### src/rtl/cache_flush_sequencer.sv
// Cache flush sequencer.
// Walks every cache line in set-major order (way inner). Dirty lines are
// written back and then invalidated. Valid clean lines are only invalidated.
// Invalid lines are skipped. Any command other than FLUSH_ALL is refused with
// a nack. All handshake and strobe outputs are registers; the index and tag
// outputs come straight from the walk counters and the latched tag.

module cache_flush_sequencer #(
    parameter int NSETS = 64,
    parameter int NWAYS = 4,
    parameter int TAG_W = 20,
    parameter int CNT_W = 16
) (
    input  logic                     clock,
    input  logic                     reset,
    input  logic                     req_valid,
    output logic                     req_ready,
    input  logic [4:0]               req_cmd,
    output logic                     resp_valid,
    output logic                     resp_nack,
    output logic                     busy,
    output logic                     meta_rd_en,
    output logic [$clog2(NSETS)-1:0] meta_rd_set,
    output logic [$clog2(NWAYS)-1:0] meta_rd_way,
    input  logic                     meta_rsp_valid,
    input  logic                     meta_rsp_dirty,
    input  logic [TAG_W-1:0]         meta_rsp_tag,
    output logic                     wb_valid,
    input  logic                     wb_ready,
    output logic [$clog2(NSETS)-1:0] wb_set,
    output logic [$clog2(NWAYS)-1:0] wb_way,
    output logic [TAG_W-1:0]         wb_tag,
    output logic                     meta_wr_en,
    output logic [$clog2(NSETS)-1:0] meta_wr_set,
    output logic [$clog2(NWAYS)-1:0] meta_wr_way,
    output logic [CNT_W-1:0]         wb_count
);

    localparam int SW = $clog2(NSETS);
    localparam int WW = $clog2(NWAYS);

    localparam logic [4:0]    M_FLUSH_ALL = 5'b00101;
    localparam logic [SW-1:0] LAST_SET    = SW'(NSETS - 1);
    localparam logic [WW-1:0] LAST_WAY    = WW'(NWAYS - 1);
    localparam logic [CNT_W-1:0] CNT_MAX  = {CNT_W{1'b1}};

    typedef enum logic [2:0] {
        IDLE,
        READ,
        CHECK,
        WB,
        INVAL,
        NEXT,
        DONE
    } state_t;

    state_t            state;
    logic [SW-1:0]     set_idx;
    logic [WW-1:0]     way_idx;
    logic [TAG_W-1:0]  tag_q;
    logic              nack;

    // The walk counters never move while a line is being read, written back
    // or invalidated, so they can drive every index output directly and the
    // write-back fields stay stable for the whole handshake.
    assign meta_rd_set = set_idx;
    assign meta_rd_way = way_idx;
    assign wb_set      = set_idx;
    assign wb_way      = way_idx;
    assign wb_tag      = tag_q;
    assign meta_wr_set = set_idx;
    assign meta_wr_way = way_idx;

    // Walk controller: state, counters and every registered output move together.
    always_ff @(posedge clock) begin
        if (reset) begin
            state      <= IDLE;
            set_idx    <= '0;
            way_idx    <= '0;
            tag_q      <= '0;
            nack       <= 1'b0;
            wb_count   <= '0;
            req_ready  <= 1'b1;
            busy       <= 1'b0;
            resp_valid <= 1'b0;
            resp_nack  <= 1'b0;
            meta_rd_en <= 1'b0;
            wb_valid   <= 1'b0;
            meta_wr_en <= 1'b0;
        end else begin
            resp_valid <= 1'b0;
            resp_nack  <= 1'b0;
            meta_rd_en <= 1'b0;
            meta_wr_en <= 1'b0;

            case (state)
                IDLE: begin
                    if (req_valid) begin
                        req_ready <= 1'b0;
                        busy      <= 1'b1;
                        if (req_cmd == M_FLUSH_ALL) begin
                            set_idx    <= '0;
                            way_idx    <= '0;
                            wb_count   <= '0;
                            nack       <= 1'b0;
                            meta_rd_en <= 1'b1;
                            state      <= READ;
                        end else begin
                            nack       <= 1'b1;
                            resp_valid <= 1'b1;
                            resp_nack  <= 1'b1;
                            state      <= DONE;
                        end
                    end
                end

                READ: begin
                    state <= CHECK;
                end

                CHECK: begin
                    if (meta_rsp_valid && meta_rsp_dirty) begin
                        tag_q    <= meta_rsp_tag;
                        wb_valid <= 1'b1;
                        state    <= WB;
                    end else if (meta_rsp_valid) begin
                        meta_wr_en <= 1'b1;
                        state      <= INVAL;
                    end else begin
                        state <= NEXT;
                    end
                end

                WB: begin
                    if (wb_ready) begin
                        wb_valid   <= 1'b0;
                        meta_wr_en <= 1'b1;
                        if (wb_count != CNT_MAX) begin
                            wb_count <= wb_count + CNT_W'(1);
                        end
                        state <= INVAL;
                    end
                end

                INVAL: begin
                    state <= NEXT;
                end

                NEXT: begin
                    if (set_idx == LAST_SET && way_idx == LAST_WAY) begin
                        resp_valid <= 1'b1;
                        resp_nack  <= nack;
                        state      <= DONE;
                    end else begin
                        if (way_idx == LAST_WAY) begin
                            way_idx <= '0;
                            set_idx <= set_idx + SW'(1);
                        end else begin
                            way_idx <= way_idx + WW'(1);
                        end
                        meta_rd_en <= 1'b1;
                        state      <= READ;
                    end
                end

                DONE: begin
                    req_ready <= 1'b1;
                    busy      <= 1'b0;
                    state     <= IDLE;
                end

                default: begin
                    req_ready <= 1'b1;
                    busy      <= 1'b0;
                    wb_valid  <= 1'b0;
                    state     <= IDLE;
                end
            endcase
        end
    end

    // At most one of the metadata read, write-back and invalidate strobes is active.
    always @(posedge clock) begin
        if (!reset) begin
            assert ($countones({meta_rd_en, wb_valid, meta_wr_en}) <= 1)
                else $error("strobes not mutually exclusive");
        end
    end

    // The busy and ready registers always agree with the controller state.
    always @(posedge clock) begin
        if (!reset) begin
            assert (busy == (state != IDLE) && req_ready == (state == IDLE))
                else $error("busy/req_ready out of step with state");
        end
    end

endmodule

### config.mk
export PLATFORM = sky130hd
export DESIGN_NAME = cache_flush_sequencer
export DESIGN_NICKNAME = d
export VERILOG_FILES = /design/src/rtl/cache_flush_sequencer.sv
export SDC_FILE = /design/constraint.sdc
export NUM_CORES = 1
export LEC_CHECK = 0
export ABC_AREA = 1
export CAP_MARGIN = 30
export CORE_UTILIZATION = 45
export CTS_CLUSTER_SIZE = 10
export DETAILED_ROUTE_END_ITERATION = 7
export MAX_ROUTING_LAYER = met4
export PLACE_DENSITY = 0.89
export SYNTH_ARGS = -nofsm -noshare
export SYNTH_HDL_FRONTEND = slang
export SYNTH_SLANG_ARGS = --single-unit
### constraint.sdc
create_clock -name clock -period 2.1 [get_ports clock]
set_clock_uncertainty 0.2 [all_clocks]
set_input_delay 0.42 -clock clock [delete_from_list [all_inputs] [get_ports clock]]
set_output_delay 0.42 -clock clock [all_outputs]
set_load 0.05 [all_outputs]
Word-level counts from Yosys, hierarchy flattened
Cells that the tools add are included.
{ "totals": {"ff_bits": 55, "word_cells": 93} }
{ "op_classes": {"n_addsub": 3, "eq_ne": 17, "muxes": 43, "bitwise_logic": 2, "n_reduce_logical": 15} }
{ "ops": {"columns": ["operator", "count"], "rows": [
  ["two-way mux 16 bit", 4],
  ["one-hot mux 16 bit (2 select lines)", 1],
  ["two-way mux 6 bit", 4],
  ["one-hot mux 3 bit (6 select lines)", 1],
  ["adder 16 x 1 -> 16 bit (second input constant)", 1],
  ["inequality test 16 bit (second input constant)", 1],
  ["two-way mux 1 bit", 15],
  ["two-way mux 3 bit", 5],
  ["inequality test 2 bit (second input constant)", 7],
  ["one-hot mux 1 bit (2 select lines)", 6],
  ["one-hot mux 6 bit (2 select lines)", 1],
  ["AND reduction 5 bit", 2],
  ["OR reduction 5 bit", 2],
  ["== test 3 bit (second input constant)", 3],
  ["two-way mux 2 bit", 4],
  ["AND reduction 2 bit", 4],
  ["adder 6 x 1 -> 6 bit (second input constant)", 1],
  ["== test 3 x 2 -> 1 bit (second input constant)", 2],
  ["== test 6 bit (second input constant)", 1],
  ["== test 5 x 3 -> 1 bit (second input constant)", 1],
  ["one-hot mux 2 bit (2 select lines)", 1],
  ["AND reduction 4 bit", 1],
  ["nonzero test 2 bit", 2],
  ["== test 3 x 1 -> 1 bit (second input constant)", 1],
  ["other kinds (7)", 9]
]} }

Longest topological paths before layout
Gate-level depths: netlist of run 1.
{ "depth": {"ltp_word": 4, "ltp_mapped": 11, "depth_no_buf": 10} }

Least setup slack after synthesis of run 1
No wires, ideal clock.
{ "synth_path": {"path_kind": "flip-flop to flip-flop", "from": "register wb_count[1]", "to": "register wb_count[0]", "setup_ns": 0.066, "t_arrival_ns": 1.910, "setup_slack_ns": -0.077, "path_stages_with_launch": 11, "n_path_buf": 1, "synth_period_minus_slack_ns": 2.177, "cell_sequence": "dfxtp_1 > ha_1 > nand2_1 > nor2_4 > nand2_2 > nor2_2 > nand3_2 > nand2_2 > buf_6 > nand2_1 > a21oi_2"} }
{ "synth_via": {"elab_chain_cells": 3} }
{ "synth_lines": {"columns": ["item", "line_no", "text"], "rows": [
  ["start, declared", "36", "output logic [CNT_W-1:0] wb_count"],
  ["start signal, assigned", "139", "wb_count <= wb_count + CNT_W'(1);"],
  ["inequality test 16 bit", "138", "if (wb_count != CNT_MAX) begin"],
  ["inequality test 2 bit (no source line)", null, null],
  ["AND reduction 5 bit (no source line)", null, null]
]} }
Every way passes these cells.
A chain may end at the register's enable or synchronous reset.

Final worst setup path of run 1
{ "layout_path": {"from": "register set_idx[0] (netlist: meta_rd_set[0])", "to": "register set_idx[4] (netlist: meta_rd_set[4])"} }
{ "layout_via": {"elab_chain_cells": 4, "word_cells_on_any_way": 8, "classes_between": "1 x add/sub; 2 x eq/ne; 3 x mux; 2 x reduce/logical"} }
{ "layout_lines": {"columns": ["item", "line_no", "text"], "rows": [
  ["start, declared", "58", "logic [SW-1:0] set_idx;"],
  ["start signal, assigned", "157", "set_idx <= set_idx + SW'(1);"],
  ["adder 6 x 1 -> 6 bit or == test 6 bit (tied branches)", "157, 150", null],
  ["two-way mux 6 bit or logical AND 1 bit (tied branches)", "155, 150", null],
  ["two-way mux 6 bit or inequality test 2 bit (tied branches)", null, null],
  ["one-hot mux 6 bit (2 select lines) or AND reduction 5 bit (tied branches)", null, null]
]} }
Parallel ways exist; a longest one is shown, timed or not. The select of a mux whose other input is x is not followed.

==> results.md, run 1 <==
- Status: complete, no violations
- Die area: between 6000 and 7000 um2
- Min Tclk post-route: just under 2 ns
- # placed instances: 610
- Die Y: slightly above 80 um
- Post-DP HPWL: approximately 5500 um
- Drt wl/cell: 12.2 um
- Non-Filler Instances: slightly above 600
- Initial Utilization: between 40% and 50%
- Area post-placement: 3840 um2
- Syn_nets: around 500
- Routed Antenna Nets: 0
- Total GRT Usage: a little under a quarter
- Fin. max-slew vios: 0
- CTS root buffer: clkbuf_8
- Average size of a mapped cell: about 6.5 um2
- Diode count: 0
- Post-layout nets: between 500 and 600
- Hold Slack: roughly 0.26 ns
- Worst hold-check path type: reg -> reg
- Power Density: between 900 and 1000 nW/um2
- Clock transition at path regs: 0.10 ns
- Largest net degree at the start of global routing: 34
- Total gr overflow: 0
- Crit. End Element: flip-flop
- Setup bufs post-CTS: 0
- RSZ-0062 raised after global routing: false
- Clk sinks: 55
- Worst slew margin: 58.0%
- Worst setup path class: reg -> reg
- Die X: 83.2 um
- First-pass GRT wire length: ~13000 um
- TritonRoute pass-1 iters: 4
- Vias in the first global route: roughly 2.8k
- Critical Path RT: 2.15 ns
- Core ar.: 6350 um2
- P_leak: between 1.5 and 2 nW
- Commonest non-fill, non-tap cell in the layout: nand2_1
- Port buffer count: 97
- Maximum capacitance violations: 0
- Final setup violating endpoints: 0
- Most frequent cells in the layout: nand2_1 (103), nor2_1 (86), buf_4 (63), dfxtp_1 (51), nand3_1 (43)
- Initial antenna violation count: 0
- Num rows: 29
- Mapped cell area: 2960 um2
- Max Freq: slightly above 0.5 GHz
- TritonCTS clock tree: built
- Vias per inst: 5.06
- Layout area overhead: 34.5%
- Final Instance Area: 3990 um2
- Total number of yosys warnings: 0
- FF+latch count, synth: 55
- DRC viols: 0
- RD Place Congestion: between 0.8 and 0.9
- Share of cells above drive strength 1: about a fifth
- Worst IR Drop VDD: between 500 and 600 uV
- Seq/Total Area, Yosys: approximately 37%
- Power Total: between 3 and 4 mW
- H-tree lvl count: 2
- Final Cycle Share: between 90 and 100%
- Clk_lat worst skew: 0.31 ns
- Fin util: a little over three fifths
- DR iter-0 viols: 173
- Synth cell types: 27
- Fin. Hold Viols: 0
- Num ports: a little under 100
- Drt total wl: ~7500 um
- Total number of vias: approximately 3.1k
- Total CTS buffers: 5
- Data arrival time of the worst path: approximately 2.0 ns
- Max FO, Critical Path: 12
- Setup crit start kind: flip-flop
- Slew @ Worst Pin: 0.629 ns
- Max clock buf depth: 2
- Synth Instances: about 450
## cells by family after synthesis
logic type      Yosys count  synth area share, %
simple gates            263                 38.7
buf+inv                  76                 12.4
compound gates           55                 9.88
flops                    55                 37.1
fa+ha+maj                 3                 1.27
xor+xnor                  2                0.591
## through the flow
stage / TNS [ns] / worst slack (ns)
4_1_cts: 0 / 0.00217
2_1_floorplan: 0 / 0.117
3_5_place_dp: -0.136 / -0.0303
5_1_grt: 0 / 0.0318
3_3_place_gp: -0.00223 / -0.00223
6_report: 0 / 0.158
## repair_timing
action / in CTS / in global routing
setup endpoints to repair: 6 / 10
pin swaps: 0 / 0
resized for setup: 6 / 10
hold buffers: 0 / 0
## synthesized netlist by cell type
master | count | area, um2
nand2_1 | 103 | 387
nor2_1 | 86 | 323
dfxtp_1 | 55 | 1100
nand3_1 | 43 | 215
inv_1 | 40 | 150
a21oi_1 | 25 | 125
o21ai_0 | 24 | 120
buf_4 | 19 | 143
clkbuf_1 | 9 | 33.8
nand2_2 | 7 | 43.8
nor2_2 | 7 | 43.8
nand4_1 | 5 | 31.3
a21oi_2 | 4 | 35.0
inv_2 | 4 | 15.0
buf_2 | 3 | 15.0
ha_1 | 3 | 37.5
nand3_2 | 3 | 30.0
nor2_4 | 3 | 33.8
nor3b_1 | 3 | 22.5
buf_6 | 1 | 11.3
nor3_1 | 1 | 5.00
o21ai_1 | 1 | 5.00
o21bai_1 | 1 | 7.51
or2_0 | 1 | 6.26
or2_2 | 1 | 6.26
xnor2_1 | 1 | 8.76
xor2_1 | 1 | 8.76
## cell type report
type / instances / area [um2]
Inverter: 44 / 165
Clock inverter: 2 / 60.1
Multi-Input combinational cell: 323 / 1500
Timing Repair Buffer: 111 / 991
Clock buffer: 6 / 72.6
Fill cell: 556 / 2360
Tap cell: 77 / 96.3
Sequential cell: 55 / 1110
## final timing paths
check / from / end / slack, ns / cells after the start
worst max-delay path: meta_rd_set[0]$_SDFFE_PP0P_ / meta_rd_set[4]$_SDFFE_PP0P_ / 0.16 / 10
worst min-delay path: nack$_SDFFE_PP0P_ / nack$_SDFFE_PP0P_ / 0.26 / 2
worst max register to register: meta_rd_set[0]$_SDFFE_PP0P_ / meta_rd_set[4]$_SDFFE_PP0P_ / 0.16 / 10
worst min register to register: nack$_SDFFE_PP0P_ / nack$_SDFFE_PP0P_ / 0.26 / 2
## sequential cells by signal, summed over array words and instances (netlist names)
name,cells
state,3
wb_tag,20
meta_rd_en,1
nack,1
meta_rd_way,2
busy,1
resp_nack,1
meta_rd_set,6
wb_valid,1
wb_count,16
resp_valid,1
meta_wr_en,1
req_ready,1
## report_power, final
group | internal, mW | switching [mW] | total (mW) | leakage (nW)
Sequential | 1.18 | 0.124 | 1.30 | 0.448
Clock | 0.477 | 0.353 | 0.830 | 0.0654
Combinational | 0.500 | 1.10 | 1.60 | 1.41
## critical path, stage by stage (launching register included)
cell and delay (ns):
dfxtp_2 0.39, ha_1 0.20, nand3_1 0.12, nor2_1 0.19
nand3_1 0.12, nand2_1 0.11, nand2_1 0.10, buf_12 0.16
nand2_1 0.09, nand2_1 0.07, a21oi_1 0.11
## layer usage
metal,vias up,global-route usage (%),wire [um]
li1,1597,-,-
met1,1411,27.5,3310
met2,109,37.4,3650
met3,13,5.37,482
met4,0,7.52,102
met5,-,-,0
(Power assumes the default switching activity.)
==> inputs of run 2 (changes only) <==
Settings changed: CORE_MARGIN from default to 5.
==> results.md, run 2 (synthesis results as in run 1) <==
- Status: complete, no violations
- Max FO, Critical Path: 22 (+10)
- Drt wl/cell: 12.8 um (+5.1%)
- Setup bufs post-CTS: 0 (unchanged)
- Clk sinks: 55 (unchanged)
- Largest net degree at the start of global routing: 23 (-32%)
- Filler cells: 577 (+3.8%)
- Port buffer count: 97 (unchanged)
- DR iter-0 viols: 125 (-28%)
- Net Sw Frac: 45.1% (+2.9 points)
- CP Buf/Inv Count: 2 (+1)
- Post-route setup slack: 0.144 ns (-0.0134 ns)
- CP Cell Sequence: inv_2, nand3_1, nor2_1, inv_1, nand3_1, nand2_1, o21ai_0
- TritonRoute pass-1 iters: 4 (unchanged)
- TritonCTS clock tree: built
- CTS root buffer: clkbuf_8
- Critical Path RT: 2.10 ns (-0.05 ns)
- Routed Antenna Nets: 0 (unchanged)
- Initial antenna violation count: 0 (unchanged)
- Crit. End Element: flip-flop
- Hold Slack: 0.263 ns (+0.00212 ns)
- Drt total wl: 7940 um (+5.3%)
- Clk_lat worst skew: 0.31 ns (about the same)
- Worst slew margin: 57.2% (-0.79 points)
- Reg power frac: 36.4% (+1.5 points)
- Fin. Hold Viols: 0 (unchanged)
- Clock share of power: 17.9% (-4.3 points)
- Pre-CTS setup slack: -0.119 ns (-0.0890 ns)
- P_leak: 1.80 nW (-6.6%)
- Hold-fix buffers, CTS: 0 (unchanged)
- Worst setup path class: reg -> reg
- Psw: 1.62 mW (+2.6%)
- Setup crit start kind: flip-flop
- First-pass GRT wire length: 13500 um (+6.1%)
- Most used cell, CP: nand3_1
- Num ports: 98 (unchanged)
- Slowest stage delay, CP: 0.48 ns (+0.09 ns)
- CP top delay family: buffers and inverters
- Slowest CP cell: dfxtp_1
- Largest register FFs: 20 (unchanged)
- Slew @ Worst Pin: 0.641 ns (+0.0118 ns)
- Post_cts resized: 1 (-5)
- Internal Power: 1.97 mW (-8.6%)
- Share of cells above drive strength 1: 22.0% (+2.5 points)
- Num rows: 29 (unchanged)
- Most frequent cells in the layout: nand2_1 (102), nor2_1 (86), buf_4 (77), dfxtp_1 (51), nand3_1 (43)
- H-tree lvl count: 2 (unchanged)
- Diode count: 0 (unchanged)
- Max Freq: 0.511 GHz (-0.68%)
- RD Place Congestion: 0.854 (+0.85%)
- Worst hold-check path type: reg -> reg
- Initial Utilization: 46.4% (-0.27 points)
- Final Cycle Share: 93.1% (+0.64 points)
- Min Tclk post-route: 1.96 ns (+0.0134 ns)
- Post-layout nets: 575 (+0.17%)
- Non-Filler Instances: 619 (+0.16%)
- Data arrival time of the worst path: 1.95 ns (-0.04 ns)
- Worst IR Drop VDD: 602 uV (+17%)
- Total CTS buffers: 5 (unchanged)
- Commonest non-fill, non-tap cell in the layout: nand2_1
- Maximum capacitance violations: 0 (unchanged)
- Power Density: 918 nW/um2 (-1.9%)
- Total number of vias: 3127 (-0.096%)
- Post-DP HPWL: 6000 um (+9.5%)
- Core ar.: 6390 um2 (+0.57%)
- Fin. max-slew vios: 0 (unchanged)
- DRC viols: 0 (unchanged)
- Power share of the combinational group: 45.7% (+2.9 points)
- Die Y: 91.2 um (+9.6%)
- Vias in the first global route: 3045 (+8.4%)
- Final setup violating endpoints: 0 (unchanged)
- RSZ-0062 raised after global routing: true
- Layout area overhead: 31.8%
- # placed instances: 611 (+0.16%)
- Vias per inst: 5.05 (-0.26%)
- Die X: 91.2 um (+9.6%)
- Total gr overflow: 0 (unchanged)
- Die area: 8310 um2 (+20%)
- Max clock buf depth: 2 (unchanged)
- Clock transition at path regs: 0.11 ns (about the same)
- Total GRT Usage: 19.5% (-3.3 points)
run 2: worst register-to-register path, cell delays in order, from the launching register on:
cell and delay (ns):
dfxtp_1 0.48, inv_2 0.12, nand3_1 0.14, nor2_1 0.07, inv_1 0.48, nand3_1 0.14
nand2_1 0.10, o21ai_0 0.11
run 2: path summary, 6_finish.rpt:
path / startpoint / to / slack [ns] / cells after the start
setup / recovery: state[2]$_SDFFE_PP0P_ / state[1]$_SDFFE_PP0P_ / 0.14 / 7
hold / removal: nack$_SDFFE_PP0P_ / nack$_SDFFE_PP0P_ / 0.26 / 2
setup reg to reg: state[2]$_SDFFE_PP0P_ / state[1]$_SDFFE_PP0P_ / 0.14 / 7
hold reg to reg: nack$_SDFFE_PP0P_ / nack$_SDFFE_PP0P_ / 0.26 / 2
run 2: layout make-up:
cell class / count / area (um2) / share of cell area (%)
multi-input cells: 323 / 1500 / 38.5
flip-flops and latches: 55 / 1110 / 28.3
clock inverters: 2 / 17.5 / 0.448
repair buffers: 112 / 937 / 24.0
inverters: 44 / 165 / 4.23
clock buffers: 6 / 82.6 / 2.11
well taps: 77 / 96.3 / 2.47
run 2: power groups by stage:
stage / sequential (mW) / clock (mW) / combinational (mW)
floorplan: 1.64 / 0 / 0.869
global placement: 1.32 / 0 / 1.58
detailed placement: 1.33 / 0 / 1.62
CTS: 1.30 / 0.657 / 1.64
global route: 1.33 / 0.711 / 1.78
finish: 1.31 / 0.643 / 1.64
run 2: per-stage QoR:
step                power (mW)   TNS, ns  utilization (%)  area [um2]
finish                    3.59         0             61.2        3910
global route              3.82   -0.0313             61.2        3910
CTS                       3.60         0             60.9        3890
detailed placement        2.95    -0.652             59.4        3790
global placement          2.90  -0.00629             59.4        3790
floorplan                 2.51         0                -        2970
run 2: per-layer routing:
metal | track usage, % | part of all wire (%) | routed length (um) | vias up
li1 | - | - | - | 1589
met3 | 6.12 | 8.7 | 693 | 9
met1 | 22.7 | 41 | 3290 | 1421
met5 | - | 0 | 0 | -
met2 | 32.6 | 49 | 3860 | 108
met4 | 4.89 | 1.2 | 98 | 0
